==> src/rtl/cgra_pkg.sv <==
// ---------------------------------------------------------------------------
// cgra_pkg
// Shared definitions for the single-tile CGRA:
//   - datapath width W
//   - configuration register addresses
//   - SRC_A / SRC_B field positions
//   - ALU opcode enum
//   - packed configuration record
//   - operand-select helper
// ---------------------------------------------------------------------------
package cgra_pkg;

  localparam int W      = 16;
  localparam int CFG_AW = 32;
  localparam int CFG_DW = 32;

  // Register addresses. Only addr[15:0] is decoded; 0 means "no write".
  localparam logic [15:0] ADDR_SRC_A   = 16'h0001;
  localparam logic [15:0] ADDR_SRC_B   = 16'h0002;
  localparam logic [15:0] ADDR_CONST   = 16'h0003;
  localparam logic [15:0] ADDR_OP      = 16'h0004;
  localparam logic [15:0] ADDR_OUT_CFG = 16'h0005;

  // Operand-source field layout, shared by SRC_A and SRC_B.
  localparam int SRC_SIDE_LSB  = 0;
  localparam int SRC_SIDE_MSB  = 1;
  localparam int SRC_CONST_BIT = 2;

  // Output-config bit positions.
  localparam int OUT_EN_BIT  = 0;
  localparam int OUT_REG_BIT = 1;

  // Opcodes 13..15 are deliberately absent: they produce a zero result.
  typedef enum logic [3:0] {
    OP_PASS = 4'd0,
    OP_ADD  = 4'd1,
    OP_SUB  = 4'd2,
    OP_MUL  = 4'd3,
    OP_AND  = 4'd4,
    OP_OR   = 4'd5,
    OP_XOR  = 4'd6,
    OP_SHL  = 4'd7,
    OP_SHR  = 4'd8,
    OP_MIN  = 4'd9,
    OP_MAX  = 4'd10,
    OP_EQ   = 4'd11,
    OP_ACC  = 4'd12
  } op_e;

  typedef struct packed {
    logic [2:0]   src_a;
    logic [2:0]   src_b;
    logic [W-1:0] cval;
    logic [3:0]   op;
    logic [1:0]   out_cfg;
  } cfg_t;

  // Pick an operand: either the constant register or one of the side buses.
  function automatic logic [W-1:0] sel_operand(
    input logic [2:0]          sel,
    input logic [3:0][W-1:0]   sides,
    input logic [W-1:0]        cval
  );
    if (sel[SRC_CONST_BIT]) begin
      return cval;
    end
    return sides[sel[SRC_SIDE_MSB:SRC_SIDE_LSB]];
  endfunction

endpackage

==> src/rtl/cgra_pe.sv <==
// ---------------------------------------------------------------------------
// cgra_pe
// Processing element: two operand muxes, a 16-bit ALU, the accumulator
// (ACC) and the optional output register (OREG).
// Ports:
//   clk       in   clock, rising edge
//   rst_n     in   asynchronous active-low reset
//   i_cfg     in   current configuration record
//   i_op_wr   in   high in the cycle an OP register write is presented
//   i_sides   in   side buses S0..S3 (index 0 = S0)
//   o_out     out  tile result routed to the S0 output pads
// ---------------------------------------------------------------------------
module cgra_pe
  import cgra_pkg::*;
(
  input  logic                clk,
  input  logic                rst_n,
  input  cfg_t                i_cfg,
  input  logic                i_op_wr,
  input  logic [3:0][W-1:0]   i_sides,
  output logic [W-1:0]        o_out
);

  logic [W-1:0] w_a;
  logic [W-1:0] w_b;
  logic [W-1:0] w_result;
  logic [W-1:0] r_acc;
  logic [W-1:0] r_oreg;

  assign w_a = sel_operand(i_cfg.src_a, i_sides, i_cfg.cval);
  assign w_b = sel_operand(i_cfg.src_b, i_sides, i_cfg.cval);

  // All arithmetic is evaluated in a 16-bit context, so overflow wraps.
  always_comb begin
    w_result = '0;
    case (i_cfg.op)
      OP_PASS: w_result = w_a;
      OP_ADD:  w_result = w_a + w_b;
      OP_SUB:  w_result = w_a - w_b;
      OP_MUL:  w_result = w_a * w_b;
      OP_AND:  w_result = w_a & w_b;
      OP_OR:   w_result = w_a | w_b;
      OP_XOR:  w_result = w_a ^ w_b;
      OP_SHL:  w_result = w_a << w_b[3:0];
      OP_SHR:  w_result = w_a >> w_b[3:0];
      OP_MIN:  w_result = (w_a < w_b) ? w_a : w_b;
      OP_MAX:  w_result = (w_a > w_b) ? w_a : w_b;
      OP_EQ:   w_result = {{(W-1){1'b0}}, (w_a == w_b)};
      OP_ACC:  w_result = r_acc;            // pre-update value
      default: w_result = '0;
    endcase
  end

  // An OP write clears ACC and takes priority over accumulation, so
  // rewriting OP=12 restarts the sum from zero.
  always_ff @(posedge clk or negedge rst_n) begin
    if (!rst_n) begin
      r_acc <= '0;
    end else if (i_op_wr) begin
      r_acc <= '0;
    end else if (i_cfg.op == OP_ACC) begin
      r_acc <= r_acc + w_a;
    end
  end

  // OREG tracks the result every cycle; it is only visible when selected.
  always_ff @(posedge clk or negedge rst_n) begin
    if (!rst_n) begin
      r_oreg <= '0;
    end else begin
      r_oreg <= w_result;
    end
  end

  always_comb begin
    o_out = '0;
    if (i_cfg.out_cfg[OUT_EN_BIT]) begin
      o_out = i_cfg.out_cfg[OUT_REG_BIT] ? r_oreg : w_result;
    end
  end

endmodule

==> src/rtl/cgra_top.sv <==
// ---------------------------------------------------------------------------
// cgra_top
// Chip-level top of a one-tile CGRA. Holds the write-only configuration
// register file, packs the side pads into 16-bit buses (T0 = MSB), unpacks
// the tile result onto the S0 output pads and stubs out JTAG.
// Ports:
//   clk_in                  in   sole clock
//   reset_in                in   asynchronous active-low reset
//   config_addr_in[31:0]    in   config address, [15:0] decoded, 0 = no-op
//   config_data_in[31:0]    in   config write data
//   pad_S{0..3}_T{0..15}_in in   side input pads
//   pad_S0_T{0..15}_out     out  S0 output pads
//   tdi, tms, tck, trst_n   in   JTAG, unused
//   tdo                     out  JTAG, tied low
// ---------------------------------------------------------------------------
module cgra_top
  import cgra_pkg::*;
(
  input  logic              clk_in,
  input  logic              reset_in,
  input  logic [CFG_AW-1:0] config_addr_in,
  input  logic [CFG_DW-1:0] config_data_in,
  input  logic pad_S0_T0_in,  pad_S0_T1_in,  pad_S0_T2_in,  pad_S0_T3_in,
               pad_S0_T4_in,  pad_S0_T5_in,  pad_S0_T6_in,  pad_S0_T7_in,
               pad_S0_T8_in,  pad_S0_T9_in,  pad_S0_T10_in, pad_S0_T11_in,
               pad_S0_T12_in, pad_S0_T13_in, pad_S0_T14_in, pad_S0_T15_in,
  input  logic pad_S1_T0_in,  pad_S1_T1_in,  pad_S1_T2_in,  pad_S1_T3_in,
               pad_S1_T4_in,  pad_S1_T5_in,  pad_S1_T6_in,  pad_S1_T7_in,
               pad_S1_T8_in,  pad_S1_T9_in,  pad_S1_T10_in, pad_S1_T11_in,
               pad_S1_T12_in, pad_S1_T13_in, pad_S1_T14_in, pad_S1_T15_in,
  input  logic pad_S2_T0_in,  pad_S2_T1_in,  pad_S2_T2_in,  pad_S2_T3_in,
               pad_S2_T4_in,  pad_S2_T5_in,  pad_S2_T6_in,  pad_S2_T7_in,
               pad_S2_T8_in,  pad_S2_T9_in,  pad_S2_T10_in, pad_S2_T11_in,
               pad_S2_T12_in, pad_S2_T13_in, pad_S2_T14_in, pad_S2_T15_in,
  input  logic pad_S3_T0_in,  pad_S3_T1_in,  pad_S3_T2_in,  pad_S3_T3_in,
               pad_S3_T4_in,  pad_S3_T5_in,  pad_S3_T6_in,  pad_S3_T7_in,
               pad_S3_T8_in,  pad_S3_T9_in,  pad_S3_T10_in, pad_S3_T11_in,
               pad_S3_T12_in, pad_S3_T13_in, pad_S3_T14_in, pad_S3_T15_in,
  output logic pad_S0_T0_out,  pad_S0_T1_out,  pad_S0_T2_out,  pad_S0_T3_out,
               pad_S0_T4_out,  pad_S0_T5_out,  pad_S0_T6_out,  pad_S0_T7_out,
               pad_S0_T8_out,  pad_S0_T9_out,  pad_S0_T10_out, pad_S0_T11_out,
               pad_S0_T12_out, pad_S0_T13_out, pad_S0_T14_out, pad_S0_T15_out,
  input  logic tdi,
  input  logic tms,
  input  logic tck,
  input  logic trst_n,
  output logic tdo
);

  logic [15:0]        w_addr;
  logic               w_op_wr;
  cfg_t               r_cfg;
  logic [3:0][W-1:0]  w_sides;
  logic [W-1:0]       w_out;
  logic               w_unused;

  // Pad T0 is the MSB of each side word.
  assign w_sides[0] = {pad_S0_T0_in,  pad_S0_T1_in,  pad_S0_T2_in,  pad_S0_T3_in,
                       pad_S0_T4_in,  pad_S0_T5_in,  pad_S0_T6_in,  pad_S0_T7_in,
                       pad_S0_T8_in,  pad_S0_T9_in,  pad_S0_T10_in, pad_S0_T11_in,
                       pad_S0_T12_in, pad_S0_T13_in, pad_S0_T14_in, pad_S0_T15_in};
  assign w_sides[1] = {pad_S1_T0_in,  pad_S1_T1_in,  pad_S1_T2_in,  pad_S1_T3_in,
                       pad_S1_T4_in,  pad_S1_T5_in,  pad_S1_T6_in,  pad_S1_T7_in,
                       pad_S1_T8_in,  pad_S1_T9_in,  pad_S1_T10_in, pad_S1_T11_in,
                       pad_S1_T12_in, pad_S1_T13_in, pad_S1_T14_in, pad_S1_T15_in};
  assign w_sides[2] = {pad_S2_T0_in,  pad_S2_T1_in,  pad_S2_T2_in,  pad_S2_T3_in,
                       pad_S2_T4_in,  pad_S2_T5_in,  pad_S2_T6_in,  pad_S2_T7_in,
                       pad_S2_T8_in,  pad_S2_T9_in,  pad_S2_T10_in, pad_S2_T11_in,
                       pad_S2_T12_in, pad_S2_T13_in, pad_S2_T14_in, pad_S2_T15_in};
  assign w_sides[3] = {pad_S3_T0_in,  pad_S3_T1_in,  pad_S3_T2_in,  pad_S3_T3_in,
                       pad_S3_T4_in,  pad_S3_T5_in,  pad_S3_T6_in,  pad_S3_T7_in,
                       pad_S3_T8_in,  pad_S3_T9_in,  pad_S3_T10_in, pad_S3_T11_in,
                       pad_S3_T12_in, pad_S3_T13_in, pad_S3_T14_in, pad_S3_T15_in};

  assign {pad_S0_T0_out,  pad_S0_T1_out,  pad_S0_T2_out,  pad_S0_T3_out,
          pad_S0_T4_out,  pad_S0_T5_out,  pad_S0_T6_out,  pad_S0_T7_out,
          pad_S0_T8_out,  pad_S0_T9_out,  pad_S0_T10_out, pad_S0_T11_out,
          pad_S0_T12_out, pad_S0_T13_out, pad_S0_T14_out, pad_S0_T15_out} = w_out;

  assign tdo = 1'b0;

  // JTAG and the undecoded upper address/data halves have no function.
  assign w_unused = ^{tdi, tms, tck, trst_n,
                      config_addr_in[CFG_AW-1:16], config_data_in[CFG_DW-1:16]};

  assign w_addr  = config_addr_in[15:0];
  assign w_op_wr = (w_addr == ADDR_OP);

  // Address 0 and unknown addresses fall through to the default arm.
  always_ff @(posedge clk_in or negedge reset_in) begin
    if (!reset_in) begin
      r_cfg <= '0;
    end else begin
      case (w_addr)
        ADDR_SRC_A:   r_cfg.src_a   <= config_data_in[2:0];
        ADDR_SRC_B:   r_cfg.src_b   <= config_data_in[2:0];
        ADDR_CONST:   r_cfg.cval    <= config_data_in[W-1:0];
        ADDR_OP:      r_cfg.op      <= config_data_in[3:0];
        ADDR_OUT_CFG: r_cfg.out_cfg <= config_data_in[1:0];
        default: ;
      endcase
    end
  end

  cgra_pe u_pe (
    .clk     (clk_in),
    .rst_n   (reset_in),
    .i_cfg   (r_cfg),
    .i_op_wr (w_op_wr),
    .i_sides (w_sides),
    .o_out   (w_out)
  );

endmodule

==> config.mk <==
export PLATFORM = sky130hd
export DESIGN_NAME = cgra_top
export DESIGN_NICKNAME = d
export VERILOG_FILES = /design/src/rtl/cgra_pkg.sv /design/src/rtl/cgra_pe.sv /design/src/rtl/cgra_top.sv
export SDC_FILE = /design/constraint.sdc
export NUM_CORES = 1
export LEC_CHECK = 0
export ABC_CLOCK_PERIOD_IN_PS = 17380
export BUFFER_PORTS_ARGS = -buffer_cell sky130_fd_sc_hd__buf_2
export CAP_MARGIN = 20
export CELL_PAD_IN_SITES_DETAIL_PLACEMENT = 0
export CELL_PAD_IN_SITES_GLOBAL_PLACEMENT = 1
export CORE_ASPECT_RATIO = 1.2
export CORE_MARGIN = 2
export CORE_UTILIZATION = 30
export DETAILED_ROUTE_END_ITERATION = 10
export PLACE_DENSITY_LB_ADDON = 0.1
export SYNTH_ARGS = -nofsm -noshare
export SYNTH_HDL_FRONTEND = slang
export SYNTH_SLANG_ARGS = --single-unit
export TNS_END_PERCENT = 50
==> constraint.sdc <==
create_clock -name clk_in -period 17.38 [get_ports clk_in]
set_input_delay 2.607 -clock clk_in [delete_from_list [all_inputs] [get_ports clk_in]]
set_output_delay 2.607 -clock clk_in [all_outputs]
set_load 0.05 [all_outputs]
==> metrics, run 1 <==
status completed; max cap viols 0; clock buffer depth 2; R2R cell count 23; FFs w/ async S/R, synth 1.00; Post-synth EDFFs 0; Distinct cells, synth 80; period utilization 0.725; DR DRC count 0; IO buf count 113; final hold violation count 0; TNS Setup 0 ns; crit path DAT 10.00 ns; Syn Area/Cell 8.31 sq um; Setup crit end pad_S0_T1_out; largest cells by area after synthesis fa_1, dfrtp_1, ha_1, nand2_1, inv_1; number of synthesized register bits 60; final core occ 0.346; Mapped Cells 1427; # IOs approximately 150; Setup violations, final 0; Data required, critical path 14.77 ns; clock skew between 0.01 and 0.015 ns; routed len/inst 24.3 um; fmax 79.3 MHz; worst reg2reg path startpoint r_cfg[25]$_DFFE_PN0N_; Die Ht 222 um; worst-path fanout max 11; grt total ovfl 0; Post-CTS Resized 0; peak supply drop 152 uV; RSZ-0062 raised after global routing no; fraction of the yosys area taken by sequential cells 0.127; mapped cell area around 0.012 sq mm; Worst-Margin Slew 1.09 ns; largest family of logic cells by synthesized area adder cells; antenna violation net count after detailed routing 0; simple-gate share of the synthesized area 0.151; post-synthesis mux area share 0.156; H-tree Lvls 3; adder-cell share of the synthesized area 0.259; Clock transition at path regs approximately 0.060 ns; post-cts hold buffer count 0; Final Critical Period 12.60 ns; CP Launch Type input pin; GRT Overall Usage 0.247; Setup Buffers After CTS 0; Nets 1851; DR pass1 iterations 5; XOR/XNOR Fraction of Synth Area 0.0477; Compound-Gate Fraction of Synth Area 0.176; Clk Latency, worst-skew pair 0.36 ns; critical path endpoint category output pin; TritonCTS clock tree built; CTS Buf Count 9; top_reg_cell synth dfrtp_1; Hold Path Class flop to flop; CTS Sinks 60; reg-to-reg slack, setup 9.40 ns; Initial Util 0.305; vias per cell between 5 and 6; normalized max-slew margin 0.265; vias 11000; Synth Warn # 0; final WL 49900 um; vias in the first global route approximately 11000; Core ar. 0.0389 sq mm; Detailed Place HPWL 39100 um; Setup crit start pad_S3_T10_in; Setup CP Type input pin to output pin; dominant cell type by area after synthesis fa_1; largest net degree at the start of global routing roughly 60; leakage power ~0.0062 uW; post-synthesis net count 1757; first-pass GRT wire length about 74000 um; layout cell share with drive strength beyond 1 0.172; die width 186 um; R2R Path End u_pe.r_oreg[14]$_DFF_PN0_; GP Congestion 0.931; max-slew violations 0; die area 0.0412 sq mm; initial antenna violation count 1; power per standard cell area 96.6 mW/mm^2; Area Growth Syn to Fin 13.5%; Root Driver clkbuf_16; FP Rows 79; initial drt markers a little under 900; Yosys top cell area share 0.140
-- cells by family after synthesis --
| logic type | after synthesis |
|---|---|
| mux | 130 |
| other cells | 1 |
| fa+ha+maj | 196 |
| compound gates | 310 |
| simple gates | 417 |
| buf+inv | 250 |
| flops | 60 |
| xor+xnor | 63 |
-- Yosys cell counts (8+ instances only) --
library cell,instances
ha_1,113
nand3_1,18
o21ai_0,58
nor2b_1,12
xnor2_1,48
nor3_1,23
o22ai_1,8
a221oi_1,11
a21o_1,17
nand2_1,170
mux4_2,26
fa_1,83
o211ai_1,15
a211oi_1,18
dfrtp_1,60
a21oi_1,87
mux2_2,35
nor2_1,144
nand2b_1,16
inv_1,167
clkbuf_1,50
xor2_1,14
buf_2,13
mux2i_1,54
-- worst max-delay path, stage by stage --
cell and delay [ns]:
buf_2 0.10, mux4_2 0.47, mux2i_1 0.14, buf_4 0.30, clkinv_1 0.47, ha_1 0.55, fa_1 0.55, inv_1 0.05
fa_1 0.40, fa_1 0.51, fa_1 0.55, inv_1 0.05, fa_1 0.47, inv_1 0.05, fa_1 0.47, inv_1 0.05
ha_1 0.35, nand3_1 0.08, o21ai_0 0.28, o41ai_1 0.12, xnor2_1 0.58, a211oi_1 0.27, a31oi_1 0.22, buf_2 0.28
-- flip-flops by register name (all words and copies together) (netlist names) --
register,count
r_cfg,28
u_pe.r_acc,16
u_pe.r_oreg,16
-- per-stage QoR --
step	instance area (sq um)	hold slack (ns)	setup slack, ns	power, uW	cells
floorplan	11900	0.496	5.47	771	1427
global route	13500	0.569	4.44	1420	2053
detailed placement	13100	0.527	4.70	1090	2035
CTS	13500	0.537	4.67	1320	2051
finish	13500	0.546	4.78	1300	2053
global placement	13100	0.515	4.68	1100	2034
-- worst min path at each step --
stage | start | end | slack (ns) | cells after the start
global route | r_cfg[20]$_DFFE_PN0N_ | r_cfg[20]$_DFFE_PN0N_ | 0.57 | 1
floorplan | r_cfg[15]$_DFFE_PN0N_ | r_cfg[15]$_DFFE_PN0N_ | 0.50 | 1
detailed placement | r_cfg[20]$_DFFE_PN0N_ | r_cfg[20]$_DFFE_PN0N_ | 0.53 | 1
finish | r_cfg[20]$_DFFE_PN0N_ | r_cfg[20]$_DFFE_PN0N_ | 0.55 | 1
CTS | r_cfg[20]$_DFFE_PN0N_ | r_cfg[20]$_DFFE_PN0N_ | 0.54 | 1
global placement | r_cfg[20]$_DFFE_PN0N_ | r_cfg[20]$_DFFE_PN0N_ | 0.51 | 1
-- cell type report --
cell class	instances	area, sq um
antenna	1	2.50
tap	526	658
timing repair buffer	158	906
inverter	175	657
sequential	60	1500
multi-input combinational	1117	9400
clock inverter	6	111
clock buffer	10	229
fill	4191	25500
-- report_power, final --
part	internal (uW)	switching, uW	total, uW
sequential	142	0.583	143
combinational	364	579	943
clock	140	74.6	215
total	646	655	1300
-- layer usage --
| metal | track usage | vias up | wire [um] |
|---|---|---|---|
| li1 | - | 5131 | - |
| met2 | 0.410 | 342 | 23900 |
| met4 | 0.102 | 0 | 2170 |
| met1 | 0.320 | 5449 | 21500 |
| met5 | 0 | - | 0 |
| met3 | 0.0350 | 89 | 2350 |
-- layout by cell type (no fill, tap or decap), drive strengths merged, types with 7 or more instances in the layout --
master  netlist  layout
nor3         24      24
nand2b       16      16
xor2         14      14
o21ba         8       8
ha          113     113
o22ai         8       8
xnor2        48      48
a21oi        87      87
mux2         35      35
nor2b        12      12
a211oi       18      18
clkbuf       50      10
a22oi         7       7
mux2i        63      63
nand3        18      18
fa           83      83
a221oi       11      11
nor2        144     144
a21o         17      17
mux4         32      32
o21ai        59      59
nand4         7       7
dfrtp        60      60
nand2       170     170
o211ai       15      15
inv         172     173
buf          25     157
Power figures use the tool's default switching activity.
==> run 2: changes to the inputs <==
--- a/config.mk
+++ b/config.mk
@@ -5,7 +5,8 @@
 export SDC_FILE = /design/constraint.sdc
 export NUM_CORES = 1
 export LEC_CHECK = 0
-export ABC_CLOCK_PERIOD_IN_PS = 17380
+export ABC_AREA = 1
+export ABC_CLOCK_PERIOD_IN_PS = 10500
 export BUFFER_PORTS_ARGS = -buffer_cell sky130_fd_sc_hd__buf_2
 export CAP_MARGIN = 20
 export CELL_PAD_IN_SITES_DETAIL_PLACEMENT = 0
==> constraint.sdc (replaced) <==
create_clock -name clk_in -period 10.5 [get_ports clk_in]
set_input_delay 1.575 -clock clk_in [delete_from_list [all_inputs] [get_ports clk_in]]
set_output_delay 1.575 -clock clk_in [all_outputs]
set_load 0.05 [all_outputs]
==> run 2 against run 1 <==
Combinational power up 34%. Utilization down 0.75 points. Setup slack worse by 4.2 ns. Design area up 7.0%. Largest cell class unchanged. Non-clock buffer count up 7. Clock power up 46%.
==> metrics, run 2 <==
Yosys top cell area share 0.166; largest net degree at the start of global routing 61; mapped cell area approximately 0.013 sq mm; CTS Sinks 60; clock buffer depth 2; period utilization 0.948; met1 usage 0.334; CP dominant cell by count inv_1; Synth Warn # 0; most frequent cell after synthesis nand2_1; Gate power share 0.697; Most Used Layer, Global Route met2; Worst-Margin Slew 0.920 ns; leakage power 0.00777 uW; GR Util met2 0.476; vias per cell a little over 5; Largest regs r_cfg: 28 flops, u_pe.r_acc: 16 flops, u_pe.r_oreg: 16 flops; # diodes 0; FP Rows 83; # IOs 151; CP peak stage delay 0.50 ns; Worst Path Buf+Inv 9; Post-synth top cells nand2_1, inv_1, nor2_1; critical path endpoint category output pin; H-tree Lvls 3; Area Growth Syn to Fin 11.9%; Clk Latency, worst-skew pair 0.35 ns; top_reg_cell synth dfrtp_1; peak supply drop roughly 110 uV; initial drt markers 1089; final hold violation count 0; Largest register FFs 28; TritonCTS clock tree built; switch share 0.514; IO buf count 113; DR DRC count 0; Switching Power 933 uW; fmax 100 MHz; Data required, critical path a little under 9 ns; grt total ovfl 0; normalized max-slew margin 0.385; total power 1810 uW; die width 193 um; final WL 58400 um; dominant cell type by area after synthesis nand2_1; antenna violation net count after detailed routing 0; TNS Setup 0 ns; vias in the first global route 14200; worst-path fanout max 8; Clock Power Share 0.173; Initial Util 0.302; CP Launch Type input pin; Mapped Cells 2076; Syn Area/Cell 6.20 sq um; initial antenna violation count 0; routed len/inst around 21 um; Core ar. roughly 0.043 sq mm; Post-CTS Resized 0; power per standard cell area 126 mW/mm^2; GP Congestion 0.932; crit path DAT 8.38 ns; Setup CP Type input pin to output pin; Die Ht ~230 um; Reg with most FFs r_cfg; Hold Path Class flop to flop; RSZ-0062 raised after global routing no; placed cell area between 0.01 and 0.015 sq mm; Post-synth EDFFs 0; CTS Buf Count 9; met3 GRT Util 0.0217; final core occ 0.338; fraction of the yosys area taken by sequential cells 0.117; vias 14100; Distinct cells, synth 57; most frequent cells in the layout nand2_1, inv_1, nor2_1; Seq pwr share 0.130; Power Internal roughly 880 uW; DR pass1 iterations 5; Nets 2504; layout cell share with drive strength beyond 1 0.113; GRT Overall Usage 0.268; first-pass GRT wire length 88300 um; post-synthesis net count 2406; max-slew violations 0; largest cells by area after synthesis nand2_1, fa_1, dfrtp_1, ha_1, inv_1; Final Critical Period 9.96 ns; cell family with most CP delay adder cells; max cap viols 0; slowest CP cell fa_1; Root Driver clkbuf_16; clock skew ~0.0099 ns; Clock transition at path regs 0.06 ns; Detailed Place HPWL 47900 um; die area 0.0446 sq mm; status completed; Setup Buffers After CTS 0; Setup violations, final 0; post-cts hold buffer count 0; fin area 0.0144 sq mm; number of synthesized register bits 60; most common cell after layout, fill and taps aside nand2_1; FFs w/ async S/R, synth 1.00
-- run 2: cell count changes in the layout (fill, tap and decap cells not counted), sizes merged, moves of 15 or more --
cell	before	now
mux4	32	0
nand3	18	150
inv	173	366
nor2	144	198
a21o	17	2
nand2b	16	0
o22ai	8	30
o21ai	59	153
xnor2	48	11
nand2	170	581
mux2i	63	3
mux2	35	12
-- run 2: metrics by stage --
stage,cells,hold slack (ns),setup WS (ns)
after floorplan,2076,0.453,1.62
after global placement,2715,0.483,0.400
after detailed placement,2715,0.502,0.431
after CTS,2731,0.518,0.416
after global routing,2731,0.537,0.0719
final,2731,0.515,0.542
-- run 2: layer usage --
metal | part of all wire | routed length [um]
met5 | 0 | 0
met4 | 0.038 | 2230
met3 | 0.042 | 2460
met2 | 0.50 | 29100
met1 | 0.42 | 24600
-- run 2: cell type report --
type	instances	area (sq um)
multi-input combinational	1572	9570
inverter	366	1380
fill	4833	28200
sequential	60	1500
clock buffer	9	225
tap	552	691
clock inverter	7	81.3
timing repair buffer	165	956
-- run 2: cell families (layout without fill, tap and decap cells) --
| family | Yosys count | count (layout) | share of synthesized area |
|---|---|---|---|
| AOI/OAI and AO/OA | 348 | 348 | 0.159 |
| xor gates and xnor gates | 19 | 19 | 0.0129 |
| adders and majority gates | 196 | 196 | 0.239 |
| buffers and inverters | 444 | 547 | 0.141 |
| DFF | 60 | 60 | 0.117 |
| muxes | 15 | 15 | 0.0128 |
| other | 1 | 1 | 0.000291 |
| and+or+nand+nor | 993 | 993 | 0.319 |
-- run 2: worst reg2reg max path: stages (launching register included) --
cell and delay, ns:
dfrtp_1 0.74, buf_4 0.29, nand2_1 0.06, o211ai_1 0.09, nand2_1 0.09, nand2_1 0.07
nand2_1 0.27, inv_1 0.25, nor2_1 0.09, fa_1 0.54, inv_1 0.05, fa_1 0.48
inv_1 0.06, fa_1 0.48, fa_1 0.50, fa_1 0.50, inv_1 0.05, fa_1 0.47
inv_1 0.04, ha_1 0.31, nand2_1 0.11, nor2_1 0.06, nand3_1 0.08, o2111ai_1 0.19
xnor2_1 0.47, o21ai_0 0.15, a211oi_1 0.38, nand3_1 0.19
-- run 2: worst paths after layout --
| kind | from | endpoint | slack, ns | cells past startpoint |
|---|---|---|---|---|
| worst min register to register | r_cfg[9]$_DFFE_PN0N_ | r_cfg[9]$_DFFE_PN0N_ | 0.52 | 2 |
| worst max-delay path | pad_S1_T9_in | pad_S0_T1_out | 0.54 | 31 |
| worst min-delay path | r_cfg[9]$_DFFE_PN0N_ | r_cfg[9]$_DFFE_PN0N_ | 0.52 | 2 |
| worst max register to register | r_cfg[25]$_DFFE_PN0N_ | u_pe.r_oreg[14]$_DFF_PN0_ | 3.25 | 27 |
| min in group asynchronous | reset_in | r_cfg[22]$_DFFE_PN0N_ | 1.39 | 2 |
| max in group asynchronous | reset_in | u_pe.r_acc[5]$_DFFE_PN0P_ | 8.52 | 2 |
-- run 2: power groups by stage --
stage	sequential, uW	clock, uW	combinational, uW
after global placement	239	0	1270
after detailed placement	240	0	1280
after floorplan	239	0	910
after global routing	235	331	1470
final	235	314	1260
after CTS	235	323	1280
==> run 3: changes to the inputs <==
--- a/config.mk
+++ b/config.mk
@@ -6,16 +6,17 @@
 export NUM_CORES = 1
 export LEC_CHECK = 0
 export ABC_AREA = 1
-export ABC_CLOCK_PERIOD_IN_PS = 10500
+export ABC_CLOCK_PERIOD_IN_PS = 11500
 export BUFFER_PORTS_ARGS = -buffer_cell sky130_fd_sc_hd__buf_2
 export CAP_MARGIN = 20
 export CELL_PAD_IN_SITES_DETAIL_PLACEMENT = 0
 export CELL_PAD_IN_SITES_GLOBAL_PLACEMENT = 1
 export CORE_ASPECT_RATIO = 1.2
 export CORE_MARGIN = 2
-export CORE_UTILIZATION = 30
+export CORE_UTILIZATION = 40
 export DETAILED_ROUTE_END_ITERATION = 10
 export PLACE_DENSITY_LB_ADDON = 0.1
+export RECOVER_POWER = 100
 export SYNTH_ARGS = -nofsm -noshare
 export SYNTH_HDL_FRONTEND = slang
 export SYNTH_SLANG_ARGS = --single-unit
==> constraint.sdc (replaced) <==
create_clock -name clk_in -period 11.5 [get_ports clk_in]
set_input_delay 1.725 -clock clk_in [delete_from_list [all_inputs] [get_ports clk_in]]
set_output_delay 1.725 -clock clk_in [all_outputs]
set_load 0.05 [all_outputs]
==> run 3 against run 2 <==
The flow now finishes with violations (capacitance limit, slew limit). Non-clock buffer count is 19 lower. Critical path depth is 5 higher. Total power is 8.6% lower. Sequential share of layout area is 0.28 points higher. Cell count is 6.2% lower. First-iteration DRC count is 10% higher. Sequential power is 8.5% lower. Flip-flop and latch count stayed put. Combinational power is 7% lower. Clock skew is 0.0032 ns lower. Die area is 25% lower. Via count is 0.47% lower. Critical endpoint is now pad_S0_T0_out. Largest cell class unchanged. Largest power group unchanged. Highest routed layer unchanged.
==> metrics, run 3 (synthesis gave the netlist of run 2 again) <==
status finished, violations left; failing checks capacitance limit, slew limit; clock buffer depth 2; normalized max-slew margin -1.36; clock skew 0.00670 ns; CP peak stage delay 0.80 ns; antenna violation net count after detailed routing 0; layout cell share with drive strength beyond 1 0.0954; TNS Setup 0 ns; most common cell after layout, fill and taps aside nand2_1; switch share 0.516; Setup Buffers After CTS 0; Clock Power Share 0.167; Setup CP Type input pin to output pin; Largest regs r_cfg: 28 flops, u_pe.r_acc: 16 flops, u_pe.r_oreg: 16 flops; worst-path fanout max 14; IO buf count 113; initial antenna violation count 1; Clk Latency, worst-skew pair 0.35 ns; TritonCTS clock tree built; first-pass GRT wire length just over 80000 um; max-slew violations 61; final hold violation count 0; DR pass1 iterations 5; Nets 2485; Hold Path Class flop to flop; initial drt markers 1201; die area 0.0336 sq mm; Core ar. about 0.032 sq mm; Switching Power 855 uW; Power Internal 802 uW; # IOs 151; final WL roughly 53000 um; CTS Sinks 60; Clock transition at path regs 0.05 ns; GP Congestion 0.995; Setup violations, final 0; Area Growth Syn to Fin 8.90%; grt total ovfl 0; period utilization 0.911; leakage power 0.00759 uW; critical path endpoint category output pin; GRT Overall Usage 0.317; peak supply drop 100 uV; Gate power share 0.703; power per standard cell area 118 mW/mm^2; most frequent cells in the layout nand2_1, inv_1, nor2_1; fill count 3529; largest net degree at the start of global routing 61; CP Launch Type input pin; Die Ht 201 um; die width 168 um; DP Cell Count about 2500; Root Driver clkbuf_16; Initial Util 0.408; vias in the first global route around 14000; Largest register FFs 28; Detailed Place HPWL 43100 um; H-tree Lvls 3; post-cts hold buffer count 0; Reg with most FFs r_cfg; Worst Path Buf+Inv 11; Seq pwr share 0.130; Post-CTS Resized 0; max cap viols 1; FP Rows 71; Post-Layout Cell Count 2561; slowest CP cell clkbuf_1; DR DRC count 0; Worst-Margin Slew 3.53 ns; # diodes 0; vias per cell approximately 5.5; vias between 10000 and 15000; cell family with most CP delay adder cells; fmax 95.4 MHz; RSZ-0062 raised after global routing no; crit path DAT around 8.8 ns; Final Critical Period ~10 ns; CTS Buf Count 9; routed len/inst 20.8 um; Data required, critical path 9.78 ns
## run 3: cell types whose count changed in the layout (fill, tap and decap cells not counted), moves of 2 or more
cell	previous run	this run
buf_2	113	99
buf_4	52	30
clkbuf_1	0	17
inv_6	3	1
o21ai_0	113	118
o21ai_1	32	29
o21ai_2	7	5
## run 3: path summary, 6_finish.rpt
kind | slack, ns | end | depth (start not counted) | start
setup / recovery | 1.02 | pad_S0_T0_out | 36 | pad_S0_T15_in
hold / removal | 0.50 | r_cfg[9]$_DFFE_PN0N_ | 2 | r_cfg[9]$_DFFE_PN0N_
setup reg to reg | 4.12 | u_pe.r_oreg[14]$_DFF_PN0_ | 25 | r_cfg[24]$_DFFE_PN0N_
hold reg to reg | 0.50 | r_cfg[9]$_DFFE_PN0N_ | 2 | r_cfg[9]$_DFFE_PN0N_
max in group asynchronous | 6.83 | u_pe.r_acc[9]$_DFFE_PN0P_ | 2 | reset_in
min in group asynchronous | 2.68 | r_cfg[27]$_DFFE_PN0N_ | 2 | reset_in
## run 3: power groups by stage
stage / registers (uW) / clock network, uW / logic, uW
2_1_floorplan: 218 / 0 / 831
3_3_place_gp: 219 / 0 / 1150
3_5_place_dp: 219 / 0 / 1170
4_1_cts: 215 / 281 / 1170
5_1_grt: 215 / 291 / 1340
6_report: 215 / 277 / 1170
## run 3: worst register-to-register path, stage by stage (launching register included)
cell       delay (ns)
dfrtp_1          0.35
buf_4            0.19
inv_1            0.39
buf_4            0.33
nand3_1          0.11
nand2_1          0.44
inv_1            0.26
nand2_1          0.14
fa_1             0.46
fa_1             0.56
inv_1            0.06
fa_1             0.49
fa_1             0.51
fa_1             0.50
inv_1            0.05
fa_1             0.49
inv_1            0.05
ha_1             0.32
nand2_1          0.11
nor2_1           0.06
nand3_1          0.08
o2111ai_1        0.19
xnor2_1          0.37
o21ai_0          0.13
a211oi_1         0.37
nand3_1          0.21
## run 3: per-layer routing
metal	wire length, um	GRT usage
met4	3060	0.165
met1	21700	0.392
met3	3230	0.0363
met2	25200	0.542
met5	0	0
## run 3: cell type report
class,instances,area (sq um),share of cell area
inverters,366,1380,0.0982
clock inverters,7,76.3,0.00544
flip-flops and latches,60,1500,0.107
well taps,401,502,0.0358
clock buffers,9,225,0.0161
repair buffers,146,785,0.0560
multi-input cells,1572,9550,0.681
## run 3: per-stage QoR
step | area [sq um] | setup slack, ns | util | total power, uW | hold slack [ns]
after floorplan | 12900 | 2.32 | - | 1050 | 0.453
after global placement | 13800 | 1.30 | 0.436 | 1370 | 0.477
after detailed placement | 13800 | 1.33 | 0.436 | 1390 | 0.494
after CTS | 14100 | 1.33 | 0.446 | 1670 | 0.508
after global routing | 14000 | 0.589 | 0.445 | 1840 | 0.536
final | 14000 | 1.02 | 0.445 | 1660 | 0.498
